[src/rtl/mem_arb_pkg.sv]
// Shared types for the unified-memory port arbiter.
// FSM states, transaction owner and the word size/sign code.
package mem_arb_pkg;

  typedef enum logic [1:0] {
    IDLE,
    ISSUE,
    WAIT,
    RESP
  } arb_state_t;

  typedef enum logic {
    OWN_FETCH,
    OWN_DATA
  } owner_t;

  localparam logic [3:0] CTRL_WORD = 4'b0010;

endpackage

[src/rtl/mem_port_arbiter_if.sv]
// Fetch, load/store and memory-macro signals of the arbiter.
// slave: arbiter side; master: pipeline + memory side.
interface mem_port_arbiter_if #(
  parameter int ADDR_W = 32,
  parameter int DATA_W = 32
) ();

  logic              iFetchReq;
  logic [ADDR_W-1:0] iFetchAddr;
  logic              oFetchGnt;
  logic              oFetchValid;
  logic [DATA_W-1:0] oInstr;
  logic              iDataReq;
  logic              iDataWe;
  logic [ADDR_W-1:0] iDataAddr;
  logic [DATA_W-1:0] iDataWdata;
  logic [3:0]        iDataCtrl;
  logic              oDataGnt;
  logic              oDataValid;
  logic [DATA_W-1:0] oDataRdata;
  logic              oMemEn;
  logic              oMemWe;
  logic [ADDR_W-1:0] oMemAddr;
  logic [DATA_W-1:0] oMemWdata;
  logic [3:0]        oMemCtrl;
  logic [DATA_W-1:0] iMemRdata;
  logic              oStall;

  modport slave (
    input  iFetchReq, iFetchAddr,
    input  iDataReq, iDataWe, iDataAddr,
    input  iDataWdata, iDataCtrl, iMemRdata,
    output oFetchGnt, oFetchValid, oInstr,
    output oDataGnt, oDataValid, oDataRdata,
    output oMemEn, oMemWe, oMemAddr,
    output oMemWdata, oMemCtrl, oStall
  );

  modport master (
    output iFetchReq, iFetchAddr,
    output iDataReq, iDataWe, iDataAddr,
    output iDataWdata, iDataCtrl, iMemRdata,
    input  oFetchGnt, oFetchValid, oInstr,
    input  oDataGnt, oDataValid, oDataRdata,
    input  oMemEn, oMemWe, oMemAddr,
    input  oMemWdata, oMemCtrl, oStall
  );

endinterface

[src/rtl/mem_latency_timer.sv]
// Load/decrement counter that times the fixed memory latency.
// Ports: clk, rst (sync, high), load, dec, zero flag.
module mem_latency_timer #(
  parameter int MEM_LATENCY = 2
) (
  input  logic clk,
  input  logic rst,
  input  logic load,
  input  logic dec,
  output logic zero
);

  localparam int CW = $clog2(MEM_LATENCY + 1);

  logic [CW-1:0] cnt_q;
  logic [CW-1:0] cnt_d;

  always_comb begin
    cnt_d = cnt_q;
    if (load)
      cnt_d = CW'(MEM_LATENCY - 1);
    else if (dec && cnt_q != '0)
      cnt_d = cnt_q - CW'(1);
  end

  always_ff @(posedge clk) begin
    if (rst) cnt_q <= '0;
    else     cnt_q <= cnt_d;
  end

  assign zero = (cnt_q == '0);

endmodule

[src/rtl/mem_port_arbiter.sv]
// Fetch vs load/store arbiter for one single-ported memory.
// Ports: iClk, iRst (sync, high), bus (slave modport).
module mem_port_arbiter
  import mem_arb_pkg::*;
#(
  parameter int ADDR_W       = 32,
  parameter int DATA_W       = 32,
  parameter int MEM_LATENCY  = 2,
  parameter int STARVE_LIMIT = 4
) (
  input logic               iClk,
  input logic               iRst,
  mem_port_arbiter_if.slave bus
);

  localparam int SW = $clog2(STARVE_LIMIT + 1);

  arb_state_t        state_q, state_d;
  owner_t            owner_q, owner_d;
  logic              we_q, we_d;
  logic [ADDR_W-1:0] addr_q, addr_d;
  logic [3:0]        ctrl_q, ctrl_d;
  logic              mem_en_q, mem_en_d;
  logic              mem_we_q, mem_we_d;
  logic [DATA_W-1:0] mem_wdata_q, mem_wdata_d;
  logic [DATA_W-1:0] instr_q, instr_d;
  logic [DATA_W-1:0] drdata_q, drdata_d;
  logic              fvalid_q, fvalid_d;
  logic              dvalid_q, dvalid_d;
  logic [SW-1:0]     streak_q, streak_d;

  logic fetch_gnt;
  logic data_gnt;
  logic fetch_wins;
  logic tmr_load;
  logic tmr_dec;
  logic tmr_zero;

  mem_latency_timer #(
    .MEM_LATENCY(MEM_LATENCY)
  ) u_tmr (
    .clk (iClk),
    .rst (iRst),
    .load(tmr_load),
    .dec (tmr_dec),
    .zero(tmr_zero)
  );

  // Data normally wins; a fetch starved for STARVE_LIMIT
  // consecutive data grants gets the next slot.
  assign fetch_wins = bus.iFetchReq &
    (~bus.iDataReq | (streak_q == SW'(STARVE_LIMIT)));

  always_comb begin
    state_d     = state_q;
    owner_d     = owner_q;
    we_d        = we_q;
    addr_d      = addr_q;
    ctrl_d      = ctrl_q;
    mem_en_d    = 1'b0;
    mem_we_d    = 1'b0;
    mem_wdata_d = '0;
    instr_d     = instr_q;
    drdata_d    = drdata_q;
    fvalid_d    = 1'b0;
    dvalid_d    = 1'b0;
    streak_d    = streak_q;
    fetch_gnt   = 1'b0;
    data_gnt    = 1'b0;
    tmr_load    = 1'b0;
    tmr_dec     = 1'b0;
    unique case (state_q)
      IDLE: begin
        if (bus.iFetchReq | bus.iDataReq) begin
          state_d  = ISSUE;
          mem_en_d = 1'b1;
          if (fetch_wins) begin
            fetch_gnt = 1'b1;
            owner_d   = OWN_FETCH;
            we_d      = 1'b0;
            addr_d    = bus.iFetchAddr & ~ADDR_W'(3);
            ctrl_d    = CTRL_WORD;
            streak_d  = '0;
          end else begin
            data_gnt    = 1'b1;
            owner_d     = OWN_DATA;
            we_d        = bus.iDataWe;
            addr_d      = bus.iDataAddr;
            ctrl_d      = bus.iDataCtrl;
            mem_we_d    = bus.iDataWe;
            mem_wdata_d = bus.iDataWdata;
            streak_d    = bus.iFetchReq ?
                          streak_q + SW'(1) : '0;
          end
        end
      end
      ISSUE: begin
        tmr_load = 1'b1;
        state_d  = WAIT;
      end
      WAIT: begin
        if (tmr_zero) begin
          state_d = RESP;
          if (owner_q == OWN_FETCH) begin
            instr_d  = bus.iMemRdata;
            fvalid_d = 1'b1;
          end else begin
            if (!we_q) drdata_d = bus.iMemRdata;
            dvalid_d = 1'b1;
          end
        end else begin
          tmr_dec = 1'b1;
        end
      end
      RESP: state_d = IDLE;
    endcase
  end

  always_ff @(posedge iClk) begin
    if (iRst) begin
      state_q     <= IDLE;
      owner_q     <= OWN_FETCH;
      we_q        <= 1'b0;
      addr_q      <= '0;
      ctrl_q      <= '0;
      mem_en_q    <= 1'b0;
      mem_we_q    <= 1'b0;
      mem_wdata_q <= '0;
      instr_q     <= '0;
      drdata_q    <= '0;
      fvalid_q    <= 1'b0;
      dvalid_q    <= 1'b0;
      streak_q    <= '0;
    end else begin
      state_q     <= state_d;
      owner_q     <= owner_d;
      we_q        <= we_d;
      addr_q      <= addr_d;
      ctrl_q      <= ctrl_d;
      mem_en_q    <= mem_en_d;
      mem_we_q    <= mem_we_d;
      mem_wdata_q <= mem_wdata_d;
      instr_q     <= instr_d;
      drdata_q    <= drdata_d;
      fvalid_q    <= fvalid_d;
      dvalid_q    <= dvalid_d;
      streak_q    <= streak_d;
    end
  end

  assign bus.oFetchGnt   = fetch_gnt;
  assign bus.oDataGnt    = data_gnt;
  assign bus.oFetchValid = fvalid_q;
  assign bus.oDataValid  = dvalid_q;
  assign bus.oInstr      = instr_q;
  assign bus.oDataRdata  = drdata_q;
  assign bus.oMemEn      = mem_en_q;
  assign bus.oMemWe      = mem_we_q;
  assign bus.oMemAddr    = addr_q;
  assign bus.oMemWdata   = mem_wdata_q;
  assign bus.oMemCtrl    = ctrl_q;
  assign bus.oStall      = bus.iFetchReq & ~fvalid_q;

endmodule

[src/flat_wrapper.sv]
// flat-port wrapper written by rule: the top's interface ports become plain ports
module mem_port_arbiter_flat import mem_arb_pkg::*;
#(
  parameter int ADDR_W       = 32,
  parameter int DATA_W       = 32,
  parameter int MEM_LATENCY  = 2,
  parameter int STARVE_LIMIT = 4
)
  (iClk, iRst, bus_iFetchReq, bus_iFetchAddr, bus_iDataReq, bus_iDataWe, bus_iDataAddr, bus_iDataWdata, bus_iDataCtrl, bus_iMemRdata, bus_oFetchGnt, bus_oFetchValid, bus_oInstr, bus_oDataGnt, bus_oDataValid, bus_oDataRdata, bus_oMemEn, bus_oMemWe, bus_oMemAddr, bus_oMemWdata, bus_oMemCtrl, bus_oStall);
  mem_port_arbiter_if #(.ADDR_W(ADDR_W), .DATA_W(DATA_W)) bus_i ();
  input logic iClk;
  input logic iRst;
  input wire logic [$bits(bus_i.iFetchReq)-1:0] bus_iFetchReq;
  input wire logic [$bits(bus_i.iFetchAddr)-1:0] bus_iFetchAddr;
  input wire logic [$bits(bus_i.iDataReq)-1:0] bus_iDataReq;
  input wire logic [$bits(bus_i.iDataWe)-1:0] bus_iDataWe;
  input wire logic [$bits(bus_i.iDataAddr)-1:0] bus_iDataAddr;
  input wire logic [$bits(bus_i.iDataWdata)-1:0] bus_iDataWdata;
  input wire logic [$bits(bus_i.iDataCtrl)-1:0] bus_iDataCtrl;
  input wire logic [$bits(bus_i.iMemRdata)-1:0] bus_iMemRdata;
  output wire logic [$bits(bus_i.oFetchGnt)-1:0] bus_oFetchGnt;
  output wire logic [$bits(bus_i.oFetchValid)-1:0] bus_oFetchValid;
  output wire logic [$bits(bus_i.oInstr)-1:0] bus_oInstr;
  output wire logic [$bits(bus_i.oDataGnt)-1:0] bus_oDataGnt;
  output wire logic [$bits(bus_i.oDataValid)-1:0] bus_oDataValid;
  output wire logic [$bits(bus_i.oDataRdata)-1:0] bus_oDataRdata;
  output wire logic [$bits(bus_i.oMemEn)-1:0] bus_oMemEn;
  output wire logic [$bits(bus_i.oMemWe)-1:0] bus_oMemWe;
  output wire logic [$bits(bus_i.oMemAddr)-1:0] bus_oMemAddr;
  output wire logic [$bits(bus_i.oMemWdata)-1:0] bus_oMemWdata;
  output wire logic [$bits(bus_i.oMemCtrl)-1:0] bus_oMemCtrl;
  output wire logic [$bits(bus_i.oStall)-1:0] bus_oStall;
  assign bus_i.iFetchReq = bus_iFetchReq;
  assign bus_i.iFetchAddr = bus_iFetchAddr;
  assign bus_i.iDataReq = bus_iDataReq;
  assign bus_i.iDataWe = bus_iDataWe;
  assign bus_i.iDataAddr = bus_iDataAddr;
  assign bus_i.iDataWdata = bus_iDataWdata;
  assign bus_i.iDataCtrl = bus_iDataCtrl;
  assign bus_i.iMemRdata = bus_iMemRdata;
  assign bus_oFetchGnt = bus_i.oFetchGnt;
  assign bus_oFetchValid = bus_i.oFetchValid;
  assign bus_oInstr = bus_i.oInstr;
  assign bus_oDataGnt = bus_i.oDataGnt;
  assign bus_oDataValid = bus_i.oDataValid;
  assign bus_oDataRdata = bus_i.oDataRdata;
  assign bus_oMemEn = bus_i.oMemEn;
  assign bus_oMemWe = bus_i.oMemWe;
  assign bus_oMemAddr = bus_i.oMemAddr;
  assign bus_oMemWdata = bus_i.oMemWdata;
  assign bus_oMemCtrl = bus_i.oMemCtrl;
  assign bus_oStall = bus_i.oStall;
  mem_port_arbiter #(.ADDR_W(ADDR_W), .DATA_W(DATA_W), .MEM_LATENCY(MEM_LATENCY), .STARVE_LIMIT(STARVE_LIMIT)) u_core (.iClk(iClk), .iRst(iRst), .bus(bus_i));
endmodule
[config.mk]
export PLATFORM = sky130hd
export DESIGN_NAME = mem_port_arbiter_flat
export DESIGN_NICKNAME = d
export VERILOG_FILES = /design/src/rtl/mem_arb_pkg.sv /design/src/rtl/mem_port_arbiter_if.sv /design/src/rtl/mem_latency_timer.sv /design/src/rtl/mem_port_arbiter.sv /design/src/flat_wrapper.sv
export SDC_FILE = /design/constraint.sdc
export NUM_CORES = 1
export LEC_CHECK = 0
export CORE_ASPECT_RATIO = 1.5
export CORE_MARGIN = 1
export CORE_UTILIZATION = 40
export CTS_CLUSTER_SIZE = 24
export DETAILED_ROUTE_END_ITERATION = 7
export PLACE_DENSITY = 0.81
export SYNTH_ARGS = -nofsm -noshare
export SYNTH_HDL_FRONTEND = slang
export SYNTH_SLANG_ARGS = --single-unit
[constraint.sdc]
create_clock -name iClk -period 1.8 [get_ports iClk]
set_input_delay 0.18 -clock iClk [delete_from_list [all_inputs] [get_ports iClk]]
set_output_delay 0.18 -clock iClk [all_outputs]
set_load 0.02 [all_outputs]
### Word level (Yosys, flattened, before mapping)

Cells that the tools add are included.

| word-level totals | value |
|---|---|
| bits of input ports | 137 |
| output and inout bits | 139 |
| flip-flop bits (word level) | 145 |
| logic and storage cells | 71 |

| cells by class | value |
|---|---|
| bitwise logic cells | 12 |
| reduce and logical (&&, ||, !) cells | 14 |
| equality and inequality tests | 6 |
| muxes and demuxes | 22 |
| add/sub/neg operators | 2 |

Operator list:

| cell | count |
|---|---|
| $mux W32 | 1 |
| $mux W1 | 15 |
| $not A1 Y1 | 8 |
| $pmux W2 S4 | 1 |
| $mux W3 | 2 |
| $reduce_or A3 Y1 | 2 |
| $eq A2 B2 Y1 const B | 2 |
| $logic_not A2 Y1 | 2 |
| $mux W2 | 2 |
| $mux W4 | 1 |
| $ne A2 B1 Y1 const B | 2 |
| $reduce_and A2 Y1 | 2 |
| $reduce_and A4 Y1 | 1 |
| $reduce_bool A2 Y1 | 2 |
| $reduce_or A2 Y1 | 2 |
| $reduce_or A4 Y1 | 1 |
| $add A3 B1 Y3 const B | 1 |
| $eq A3 B3 Y1 const B | 1 |
| $reduce_and A3 Y1 | 1 |
| $and A1 B1 Y1 | 2 |
| $eq A2 B1 Y1 const B | 1 |
| $or A1 B1 Y1 | 2 |
| $sub A2 B1 Y2 const B | 1 |
| $logic_and A1 B1 Y1 | 1 |

### Longest topological paths before layout

| depth | value |
|---|---|
| depth in word-level cells | 6 |
| mapped depth | 8 |
| depth with buffers taken out | 5 |

### Hierarchy

A second synthesis with hierarchy kept.

| unflattened totals | value |
|---|---|
| cells, all modules | 607 |
| area, all modules | 5297.6 µm² |

Modules (own cells, without submodules):

| module | instances | cells an instance | area an instance (µm²) | seq. area each (µm²) |
|---|---|---|---|---|
| mem_port_arbiter | 1 | 596 | 5173.7 | 2862.7 |
| mem_latency_timer | 1 | 11 | 123.9 | 40.0 |

### Least setup slack after synthesis

Ideal clock, no wire load.

| path | value |
|---|---|
| path kind | register -> output |
| from | register u_core.streak_q[0] |
| to | output bus_oDataGnt |
| buffers on the path | 2 |
| cell stages (with the launch flop) | 7 |
| slack | 164 ps |
| required time | 1620 ps |
| arrival time | 1456 ps |
| path through | dfxtp_1 -> inv_1 -> ha_1 -> a21bo_1 -> buf_6 -> buf_6 -> a21oi_1 |

| on the way | value |
|---|---|
| cells in the longest elaborated chain, start to end | 6 |

Ends and longest elaborated chain:

| item | line | RTL |
|---|---|---|
| from (decl) | mem_port_arbiter.sv:30 | `logic [SW-1:0] streak_q, streak_d;` |
| from (signal assigned) | mem_port_arbiter.sv:147 | `streak_q <= streak_d;` |
| $eq A3 B3 Y1 | mem_port_arbiter.sv:52 | `(~bus.iDataReq \| (streak_q == SW'(STARVE_LIMIT)));` |
| $or A1 B1 Y1 | mem_port_arbiter.sv:52 |  |
| $and A1 B1 Y1 | mem_port_arbiter.sv:51 | `assign fetch_wins = bus.iFetchReq &` |
| $mux W1 | mem_port_arbiter.sv:77 | `if (fetch_wins) begin` |
| $mux W1 | mem_port_arbiter.sv:74 | `if (bus.iFetchReq \| bus.iDataReq) begin` |
| $mux W1 | mem_port_arbiter.sv:72 | `unique case (state_q)` |
| to (decl) | flat_wrapper.sv:24 | `output wire logic [$bits(bus_i.oDataGnt)-1:0] bus_oDataGnt;` |

No other way between the ends.

### Worst setup path in the final report

| path | value |
|---|---|
| from | register u_core.streak_q[1] |
| to | output bus_oFetchGnt |

| on the way | value |
|---|---|
| cells in the longest elaborated chain, start to end | 6 |

Ends and longest elaborated chain:

| item | line | RTL |
|---|---|---|
| $eq A3 B3 Y1 | mem_port_arbiter.sv:52 |  |
| $or A1 B1 Y1 | mem_port_arbiter.sv:52 |  |
| $and A1 B1 Y1 | mem_port_arbiter.sv:51 |  |
| $mux W1 | mem_port_arbiter.sv:77 |  |
| $mux W1 | mem_port_arbiter.sv:74 |  |
| $mux W1 | mem_port_arbiter.sv:72 |  |
| to (decl) | flat_wrapper.sv:21 | `output wire logic [$bits(bus_i.oFetchGnt)-1:0] bus_oFetchGnt;` |

No other way between the ends.

==> flow_summary.yaml <==
status:
  status: "finished, final reports clean"
logic_synthesis:
  yosys_warnings: 0
  syn-num-nets: 755
  synth.most_common_cell: "dfxtp_1"
  yosys.area.top_type: "dfxtp_1"
  ys_ff_latch: 145
  synth_edf_count: 0
  syn_area_um2: 5310
  synth_area_leaders: "dfxtp_1 (55%), nand2_1 (9.4%), a21oi_1 (6.7%)"
  synth_top_area_share_pct: 54.6
  ys.flop_type: "dfxtp_1"
  seq_area_frac_synth_pct: 54.6
  async_flop_share_pct: 0
  synthTopCellsByCount: "dfxtp_1 (145), nand2_1 (133), a21oi_1 (71)"
  synthCells: 611
  ys_types: 37
  synth.avg_cell_area_um2: 8.70
timing:
  finalSetupViolations: 0
  rsz0062_at_grt: "true"
  slew_viol_final: 0
  skew_ns: 0.0117
  period_share_pct: 97.2
  worst_pin_slew_ns: 0.426
  fin_tns_setup_ns: 0
  hold_viol: 0
  layout_min_cycle_time_ns: 1.75
  max_freq_ghz: 0.571
  slew_headroom_pct: 71.6
  fin_ws_ns: 0.0500
place:
  post-place-ws_ns: -0.0529
  gp_congestion: 0.824
  io_buffers: 273
  dp_hpwl_mm: 11.2
floorplanning:
  die_area_um2: 13800
  ios: 276
  num_rows: 51
  die-width_um: 96.1
  fp.coreArea_um2: 13000
  die_h_um: 143
  start_util_pct: 41.0
routing:
  routed_via_density: 4.93
  wl_per_cell_um: 14.9
  drt_iter0_drc: 124
  drc: 0
  vias: 5171
  dr.pass1.iters: 6
  route.antenna.remaining_nets: 0
  wl_mm: 15.6
clock_tree:
  cts_root_buffer: "clkbuf_16"
  clkSlewWorstSetupHoldPaths_ns: 0.06
  clkLatencyLatePin_ns: 0.41
  cts_tree: "yes"
  htree_levels: 4
  cts_max_path_buffers: 2
  cts_buffers: 17
  cts.sinks: 145
setup_path:
  crit_chain: "inv_1 > ha_2 > a21bo_1 > and3_1 > buf_2"
  worstPathMaxFanout: 3
  end_kind: "primary output"
  arrival_ns: 1.57
  worstSetupPathType: "reg -> out"
  slowest_stage: "dfxtp_1"
  cp-start-kind: "flop"
  max_stage_delay_ns: 0.35
  required_ns: 1.62
  crit_family: "flip-flops"
  path_buf_inv: 2
global_routing:
  grt_busiest_layer: "met2"
  first_global_vias: 4905
  grt_pass1_wl_mm: 23.9
  use_met2_pct: 39.6
  met1_usage_pct: 24.6
  antenna_found_initial: 0
  met3_usage_pct: 5.64
  grt_overflow: 0
  grt_util_all_layers_pct: 22.6
  grt_max_degree: 44
power_and_ir_drop:
  p_leak_nw: 3.23
  peakVddDrop_uv: 846
  power.density_nw_per_um2: 1290
finish:
  drive_gt1_share_pct: 7.31
  antenna_cells: 0
  syn_to_final_growth_pct: 66.9
  fin_nets: 1020
worst_hold_path:
  hp-class: "in -> reg"
flow_run:
  drv_cap: 0
-- registers in the layout (all words and copies together) (netlist names), 2 cells and up --
register               cells
u_core.bus.oMemAddr       32
u_core.bus.oInstr         32
u_core.u_tmr.cnt_q         2
u_core.streak_q            3
u_core.bus.oMemWdata      32
u_core.state_q             2
u_core.bus.oMemCtrl        4
u_core.bus.oDataRdata     32
-- final timing paths --
check / startpoint / endpoint / slack (ns) / depth (start not counted)
worst min register to register: u_core.bus.oDataRdata[22] / u_core.bus.oDataRdata[22] / 0.45 / 2
worst min-delay path: iRst / u_core.bus.oMemAddr[9] / 0.11 / 2
worst max-delay path: u_core.streak_q[1] / bus_oFetchGnt / 0.05 / 5
worst max register to register: u_core.state_q[1] / u_core.state_q[1] / 0.16 / 6
-- power breakdown --
| group | total (mW) | switching, mW | internal, mW |
|---|---|---|---|
| sequential | 4.11 | 0.293 | 3.82 |
| combinational | 3.84 | 1.99 | 1.85 |
| clock | 3.54 | 1.45 | 2.09 |
| total | 11.5 | 3.73 | 7.75 |
-- final cells by class --
| class | instances | area (µm²) |
|---|---|---|
| Fill cell | 1053 | 4080 |
| Timing Repair Buffer | 298 | 3000 |
| Sequential cell | 145 | 2900 |
| Multi-Input combinational cell | 406 | 2140 |
| Clock buffer | 18 | 429 |
| Tap cell | 159 | 199 |
| Clock inverter | 14 | 168 |
| Inverter | 8 | 30.0 |
-- repair_timing --
item	CTS	global route
setup buffers	0	1
pin swaps	1	1
setup endpoints to repair	2	3
hold buffers	0	0
gates resized for setup	9	3
-- cells by family after synthesis --
logic type	synth area share, %
AND/OR/NAND/NOR	20.9
XOR/XNOR	0.165
flip-flops	54.6
buffers and inverters	5.39
adder cells (fa/ha/maj)	1.65
AO/OA/AOI/OAI	17.2
-- stage by stage --
stage | hold WS, ns | power, mW | cells | instance area (µm²) | util [%]
final | 0.115 | 11.5 | 1048 | 8870 | 68.5
after global routing | 0.118 | 12.0 | 1048 | 8870 | 68.5
after CTS | 0.105 | 11.6 | 1047 | 8850 | 68.4
after detailed placement | 0.446 | 8.04 | 1015 | 8270 | 63.8
after global placement | 0.441 | 7.98 | 1015 | 8270 | 63.8
after floorplan | 0.302 | 6.12 | 611 | 5310 | -
-- cells in the final DEF, fill, tap and decap left out, types with 2 or more instances in the layout --
master / count
a211oi_1: 2
a21o_1: 2
a21oi_1: 71
a22o_1: 6
a311oi_1: 30
and2_1: 34
and3b_1: 2
buf_12: 7
buf_4: 20
bufinv_16: 2
clkbuf_16: 17
clkdlybuf4s50_1: 269
clkinv_4: 3
clkinvlp_4: 2
dfxtp_1: 144
ha_1: 6
inv_1: 8
inv_6: 5
inv_8: 2
nand2_1: 133
nand3_1: 32
nand4_1: 2
nor2_1: 38
o21ai_0: 25
o21ai_1: 6
-- layer usage --
layer	share of wire [%]	wire length, µm
met1	38	5910
met2	53	8190
met3	5.8	911
met4	3.6	564
met5	0	0
Power figures use the tool's default switching activity.
